**config.mk**
```make
export PLATFORM = sky130hd
export DESIGN_NAME = pc_next_ctrl
export DESIGN_NICKNAME = d
export VERILOG_FILES = /design/src/rtl/pc_next_ctrl.sv
export SDC_FILE = /design/constraint.sdc
export NUM_CORES = 1
export LEC_CHECK = 0
export CAP_MARGIN = 25
export CORE_ASPECT_RATIO = 0.5
export CORE_UTILIZATION = 45
export DETAILED_ROUTE_END_ITERATION = 6
export GPL_ROUTABILITY_DRIVEN = 0
export PLACE_DENSITY = 0.8
export SYNTH_ARGS = -nofsm -noshare
export SYNTH_HDL_FRONTEND = slang
export SYNTH_SLANG_ARGS = --single-unit
export TNS_END_PERCENT = 50
```
**constraint.sdc**
```tcl
create_clock -name clk -period 2.2 [get_ports clk]
set_input_delay 0.44 -clock clk [delete_from_list [all_inputs] [get_ports clk]]
set_output_delay 0.44 -clock clk [all_outputs]
set_load 0.01 [all_outputs]
```
**src/rtl/pc_next_ctrl.sv**
```systemverilog
// pc_next_ctrl
//   Producer side of the PC register interface in the 16-bit pipelined core.
//   Each cycle it picks the next PC (sequential, redirect, or held) and
//   raises the stall/flush controls from pipeline events:
//   taken-branch redirects, load-use bubbles, instruction-memory waits and
//   halt/resume.
//
// Ports
//   clk             system clock, rising edge
//   reset           asynchronous, active-high reset
//   PC_Out          current PC from the PC register
//   Branch_Taken    EX-stage redirect pulse (taken branch or jump)
//   Branch_Target   redirect address, valid with Branch_Taken
//   Load_Use_Hazard ID-stage load-use detect pulse
//   IMem_Busy       instruction memory not ready (level)
//   Halt            HLT decoded pulse
//   Resume          restart pulse, honoured only while halted
//   PC_In           next PC to the PC register
//   Do_Stall        hold the PC register
//   Flush_IF        clear the IF/ID register
//   Flush_ID        insert a bubble into ID/EX
//   Halted          core halted
//
// All outputs are combinational from the state registers and the current
// inputs; the state registers are updated on the rising clock edge.

module pc_next_ctrl #(
   parameter int PC_WIDTH         = 16,
   parameter int PC_INC           = 1,
   parameter int LOAD_USE_BUBBLES = 1    // legal range 1..3
) (
   input  logic                clk,
   input  logic                reset,
   input  logic [PC_WIDTH-1:0] PC_Out,
   input  logic                Branch_Taken,
   input  logic [PC_WIDTH-1:0] Branch_Target,
   input  logic                Load_Use_Hazard,
   input  logic                IMem_Busy,
   input  logic                Halt,
   input  logic                Resume,
   output logic [PC_WIDTH-1:0] PC_In,
   output logic                Do_Stall,
   output logic                Flush_IF,
   output logic                Flush_ID,
   output logic                Halted
);

   localparam logic [PC_WIDTH-1:0] INC      = PC_WIDTH'(PC_INC);
   // The hazard cycle itself is the first bubble, so the counter holds
   // only the remaining ones.
   localparam logic [1:0]          BUB_LOAD = 2'(LOAD_USE_BUBBLES - 1);

   typedef enum logic [1:0] {
      RUN      = 2'd0,
      WAIT_MEM = 2'd1,
      HALT     = 2'd2
   } state_t;

   state_t              state, state_nx;
   logic [1:0]          bub_cnt, bub_cnt_nx;
   logic                pend_valid, pend_valid_nx;
   logic [PC_WIDTH-1:0] pend_target, pend_target_nx;
   logic                halt_req, halt_req_nx;

   logic [PC_WIDTH-1:0] pc_seq;
   logic [PC_WIDTH-1:0] pc_sel;

   assign pc_seq = PC_Out + INC;   // wraps modulo 2^PC_WIDTH

   // ------------------------------------------------------------------
   // Next-state and output decode, first matching rule wins.
   // ------------------------------------------------------------------
   always_comb begin
      state_nx       = state;
      bub_cnt_nx     = bub_cnt;
      pend_valid_nx  = pend_valid;
      pend_target_nx = pend_target;
      halt_req_nx    = halt_req;

      pc_sel   = pc_seq;
      Do_Stall = 1'b0;
      Flush_IF = 1'b0;
      Flush_ID = 1'b0;
      Halted   = 1'b0;

      if (state == HALT) begin
         // Everything except Resume is ignored; the PC stays frozen on
         // the Resume cycle too and restarts the cycle after.
         Do_Stall = 1'b1;
         Halted   = 1'b1;
         if (Resume) begin
            state_nx = RUN;
         end
      end else if (Branch_Taken) begin
         // The redirect kills the younger instructions, so their hazard
         // and halt indications are discarded along with any bubbles.
         Flush_IF    = 1'b1;
         Flush_ID    = 1'b1;
         bub_cnt_nx  = '0;
         halt_req_nx = 1'b0;
         if (IMem_Busy) begin
            Do_Stall       = 1'b1;
            pend_valid_nx  = 1'b1;
            pend_target_nx = Branch_Target;
            state_nx       = WAIT_MEM;
         end else begin
            pc_sel        = Branch_Target;
            pend_valid_nx = 1'b0;
            state_nx      = RUN;
         end
      end else if (IMem_Busy) begin
         // Memory wait: keep bubbling and remember a halt for later.
         Do_Stall = 1'b1;
         state_nx = WAIT_MEM;
         if (Halt) begin
            halt_req_nx = 1'b1;
         end
         if (Load_Use_Hazard) begin
            Flush_ID   = 1'b1;
            bub_cnt_nx = BUB_LOAD;
         end else if (bub_cnt != '0) begin
            Flush_ID   = 1'b1;
            bub_cnt_nx = bub_cnt - 2'd1;
         end
      end else if ((state == WAIT_MEM) && pend_valid) begin
         // Deferred redirect: it supersedes any remaining bubbles.
         pc_sel        = pend_target;
         pend_valid_nx = 1'b0;
         bub_cnt_nx    = '0;
         state_nx      = RUN;
      end else begin
         // RUN, or WAIT_MEM released with nothing pending: the remaining
         // rules are evaluated in the same cycle.
         state_nx = RUN;
         if ((Halt || halt_req) && (bub_cnt == '0) && !Load_Use_Hazard) begin
            Do_Stall    = 1'b1;
            state_nx    = HALT;
            halt_req_nx = 1'b0;
         end else if (Load_Use_Hazard || (bub_cnt != '0)) begin
            Do_Stall = 1'b1;
            Flush_ID = 1'b1;
            if (Load_Use_Hazard) begin
               bub_cnt_nx = BUB_LOAD;
            end else begin
               bub_cnt_nx = bub_cnt - 2'd1;
            end
            if (Halt) begin
               halt_req_nx = 1'b1;
            end
         end
      end

      // A held PC register always sees its own value on PC_In.
      PC_In = Do_Stall ? PC_Out : pc_sel;
   end

   // ------------------------------------------------------------------
   // State registers
   // ------------------------------------------------------------------
   always_ff @(posedge clk or posedge reset) begin
      if (reset) begin
         state       <= RUN;
         bub_cnt     <= '0;
         pend_valid  <= 1'b0;
         pend_target <= '0;
         halt_req    <= 1'b0;
      end else begin
         state       <= state_nx;
         bub_cnt     <= bub_cnt_nx;
         pend_valid  <= pend_valid_nx;
         pend_target <= pend_target_nx;
         halt_req    <= halt_req_nx;
      end
   end

endmodule

```
==> flow_metrics.py <==
metrics = {
    "run_status": {
        "status": "complete, but fails checks",
        "violations": "setup timing",
    },
    "pwr": {
        "peakVddDrop_mv": 0.632,
        "power_frac_comb": 0.408,
        "pwr_density_cell_nw_per_um2": 454,
        "p_leak_uw": 0.00131,
        "power_frac_seq": 0.374,
        "pwr-share-clk": 0.219,
        "power.net_switching_uw": 409,
        "p_int_uw": 906,
        "switching_share": 0.311,
    },
    "cells_and_area": {
        "nFillCells": 202,
        "multi_input_area_sq_um": 1120,
        "layout_commonest_cell": "buf_4",
        "antenna_cells": 0,
        "fin_cells": 369,
        "regArea_sq_um": 551,
        "mostFrequentLayoutCells": "buf_4 (67), clkdlybuf4s50_1 (30), dfrtp_1 (22)",
        "nets": 360,
        "drive_gt1_frac": 0.412,
        "area.growth.synth_to_final_pct": 70.1,
    },
    "logic_synthesis": {
        "synth_xor_area_frac": 0,
        "synth_edf_count": 0,
        "synth_top_family_by_area": "compound AO/OA/AOI/OAI gates",
        "syn_area_per_cell_sq_um": 8.64,
        "yosys.cell_types.count": 47,
        "yosys.area_share.simple": 0.165,
        "synth_flop_cell": "dfrtp_1",
        "synth_compound_area_frac": 0.324,
        "muxShareOfSynthArea": 0.112,
        "synth_fa_ha_area_frac": 0.0147,
        "ys_seq_elements": 22,
        "ys_seq_area_frac": 0.324,
        "synthCells": 197,
        "yosysWarnings": 0,
        "syn_nets": 238,
        "netlist_area_sq_um": 1700,
        "async_flop_share": 1.00,
    },
    "grt": {
        "grt_pass1_vias": 1952,
        "track_usage": 0.316,
        "antenna_found_initial": 0,
        "grt_remaining_overflow": 0,
        "grt_max_degree": 23,
        "grt_pass1_wl_microns": 9360,
    },
    "sta": {
        "report.final.slew_viol_count": 0,
        "grt_setup_unrepaired": "yes",
        "slew_headroom": 0.721,
        "min_period_ns": 2.60,
        "fin_crit_sh": 1.18,
        "clock_skew_ns": 0.00180,
        "hold_violations": 0,
        "setup_viol": 17,
        "max_freq_mhz": 385,
        "worstMarginPinSlew_ns": 0.419,
        "fin_ws_ns": -0.399,
    },
    "clocking": {
        "htreeDepth": 1,
        "clk_latency_ns": 0.26,
        "clockBufferDepth": 2,
        "ctsRootBufferMaster": "clkbuf_8",
        "clk_pin_slew_ns": 0.08,
        "cts_sinks": 22,
        "numCtsBuffers": 3,
        "cts_tree": "yes",
    },
    "setup_path": {
        "slowest_stage": "dfrtp_1",
        "critPathRequiredTime_ns": 1.76,
        "arrival_ns": 2.16,
        "path_cells": "inv_2, ha_4, nand2b_4, or3_4, a21oi_4, clkinv_4, o21ai_0, o21ai_1, clkdlybuf4s15_2",
        "cpPeakStageDelay_ns": 0.39,
        "endpoint_kind": "output pin",
        "crit_type": "reg2out",
        "cp_max_fo": 8,
        "cp-start-kind": "flip-flop",
    },
    "place": {
        "hpwlAfterDp_microns": 4470,
        "dpl.cell_count": 345,
        "port_buffers": 58,
        "pre_cts_ws_ns": -0.843,
    },
    "detailed_routing": {
        "drtPass1Iterations": 5,
        "routedWlPerCell_microns": 17.1,
        "vias": 2192,
        "drc": 0,
        "drtIter0Drc": 154,
        "vias_per_cell": 5.94,
        "wl_microns": 6310,
        "ant_nets": 0,
    },
    "die": {
        "rows": 15,
        "die_width_microns": 89.0,
        "initial_core_util": 0.482,
        "core_sq_um": 3530,
        "num_io_pins": 59,
        "dieArea_sq_um": 4050,
        "die_h_microns": 45.5,
    },
    "worst_hold_path": {
        "hp-class": "in2async",
    },
    "flow_run": {
        "maxCapViolations": 0,
    },
}
-- path summary, 6_finish.rpt --
check / cells after the start / slack [ns] / start / to
min in group clk: 1 / 0.51 / pend_target[3] / pend_target[3]
worst min-delay path: 3 / 0.50 / reset / pend_target[9]
worst max-delay path: 9 / -0.40 / bub_cnt[0] / PC_In[9]
worst min register to register: 1 / 0.51 / pend_target[3] / pend_target[3]
worst max register to register: 8 / 0.29 / bub_cnt[0] / halt_req
max in group asynchronous: 3 / 1.49 / reset / pend_target[10]
-- power by group through the flow --
stage	Clock (uW)	Sequential, uW	Combinational [uW]
finish	288	491	536
global route	314	498	572
CTS	290	490	510
detailed placement	0	498	510
global placement	0	494	493
floorplan	0	489	238
-- synth_stat cells, types with 2 or more instances --
master	count	area (sq um)
a21oi_1	9	45.0
a22o_1	6	52.6
a22oi_1	13	97.6
a2bb2oi_1	3	26.3
a31oi_1	4	25.0
and3_1	4	25.0
buf_2	5	25.0
clkbuf_1	4	15.0
dfrtp_1	22	551
ha_1	2	25.0
inv_1	11	41.3
mux2_2	16	180
nand2_1	5	18.8
nand2b_1	3	18.8
nand3_1	3	15.0
nand4_1	3	18.8
nor2_1	19	71.3
nor3_1	4	20.0
o21ai_0	17	85.1
o21ai_1	8	40.0
o22ai_1	4	25.0
o32a_1	4	40.0
o32ai_1	4	35.0
-- cell families (layout without fill, tap and decap cells) --
logic type | after synthesis | after routing
buffers and inverters | 24 | 145
flip-flops | 22 | 22
adder cells (fa/ha/maj) | 2 | 2
AO/OA/AOI/OAI | 80 | 80
multiplexers | 17 | 17
AND/OR/NAND/NOR | 52 | 52
-- final cells by class --
cell class,count,share of cell area
Clock buffer,4,0.0190
Inverter,12,0.0173
Multi-Input combinational cell,151,0.387
Sequential cell,22,0.190
Tap cell,51,0.0220
Timing Repair Buffer,128,0.363
Timing Repair inverter,1,0.00216
-- state kept, by name (all words and copies together), names as in the netlist --
name and cells:
pend_target 16, bub_cnt 2, pend_valid 1, halt_req 1
state 2
-- metrics by stage --
stage / utilization / cell area, sq um / hold WS, ns / total power, uW / setup TNS [ns]
after CTS: 0.799 / 2820 / 0.509 / 1290 / -4.64
after global placement: 0.760 / 2680 / 0.482 / 987 / -12.62
after floorplan: - / 1700 / 0.429 / 727 / 0
after detailed placement: 0.760 / 2680 / 0.495 / 1010 / -13.67
after global routing: 0.821 / 2900 / 0.528 / 1380 / -6.60
final: 0.821 / 2900 / 0.497 / 1310 / -4.97
-- worst max-delay path: cells and delay by family (launching register included) --
family                     cells  cell delay (ns)
DFF                            1             0.39
adders and majority gates      1             0.15
and+or+nand+nor                2             0.41
buffers and inverters          3             0.43
AOI/OAI and AO/OA              3             0.51
-- routing by layer --
layer / global-route usage / part of all wire
met5: 0 / 0
met4: 0.0698 / 0.019
met3: 0.0797 / 0.098
met2: 0.518 / 0.45
met1: 0.430 / 0.43
-- what timing repair did --
item,CTS,global route
endpoints found under the setup margin,20,18
resized for setup,97,14
setup buffers,15,5
gates cloned,0,1
pin swaps,12,6
hold buffers,0,0
Note: power is estimated with default switching activity, not from simulation.
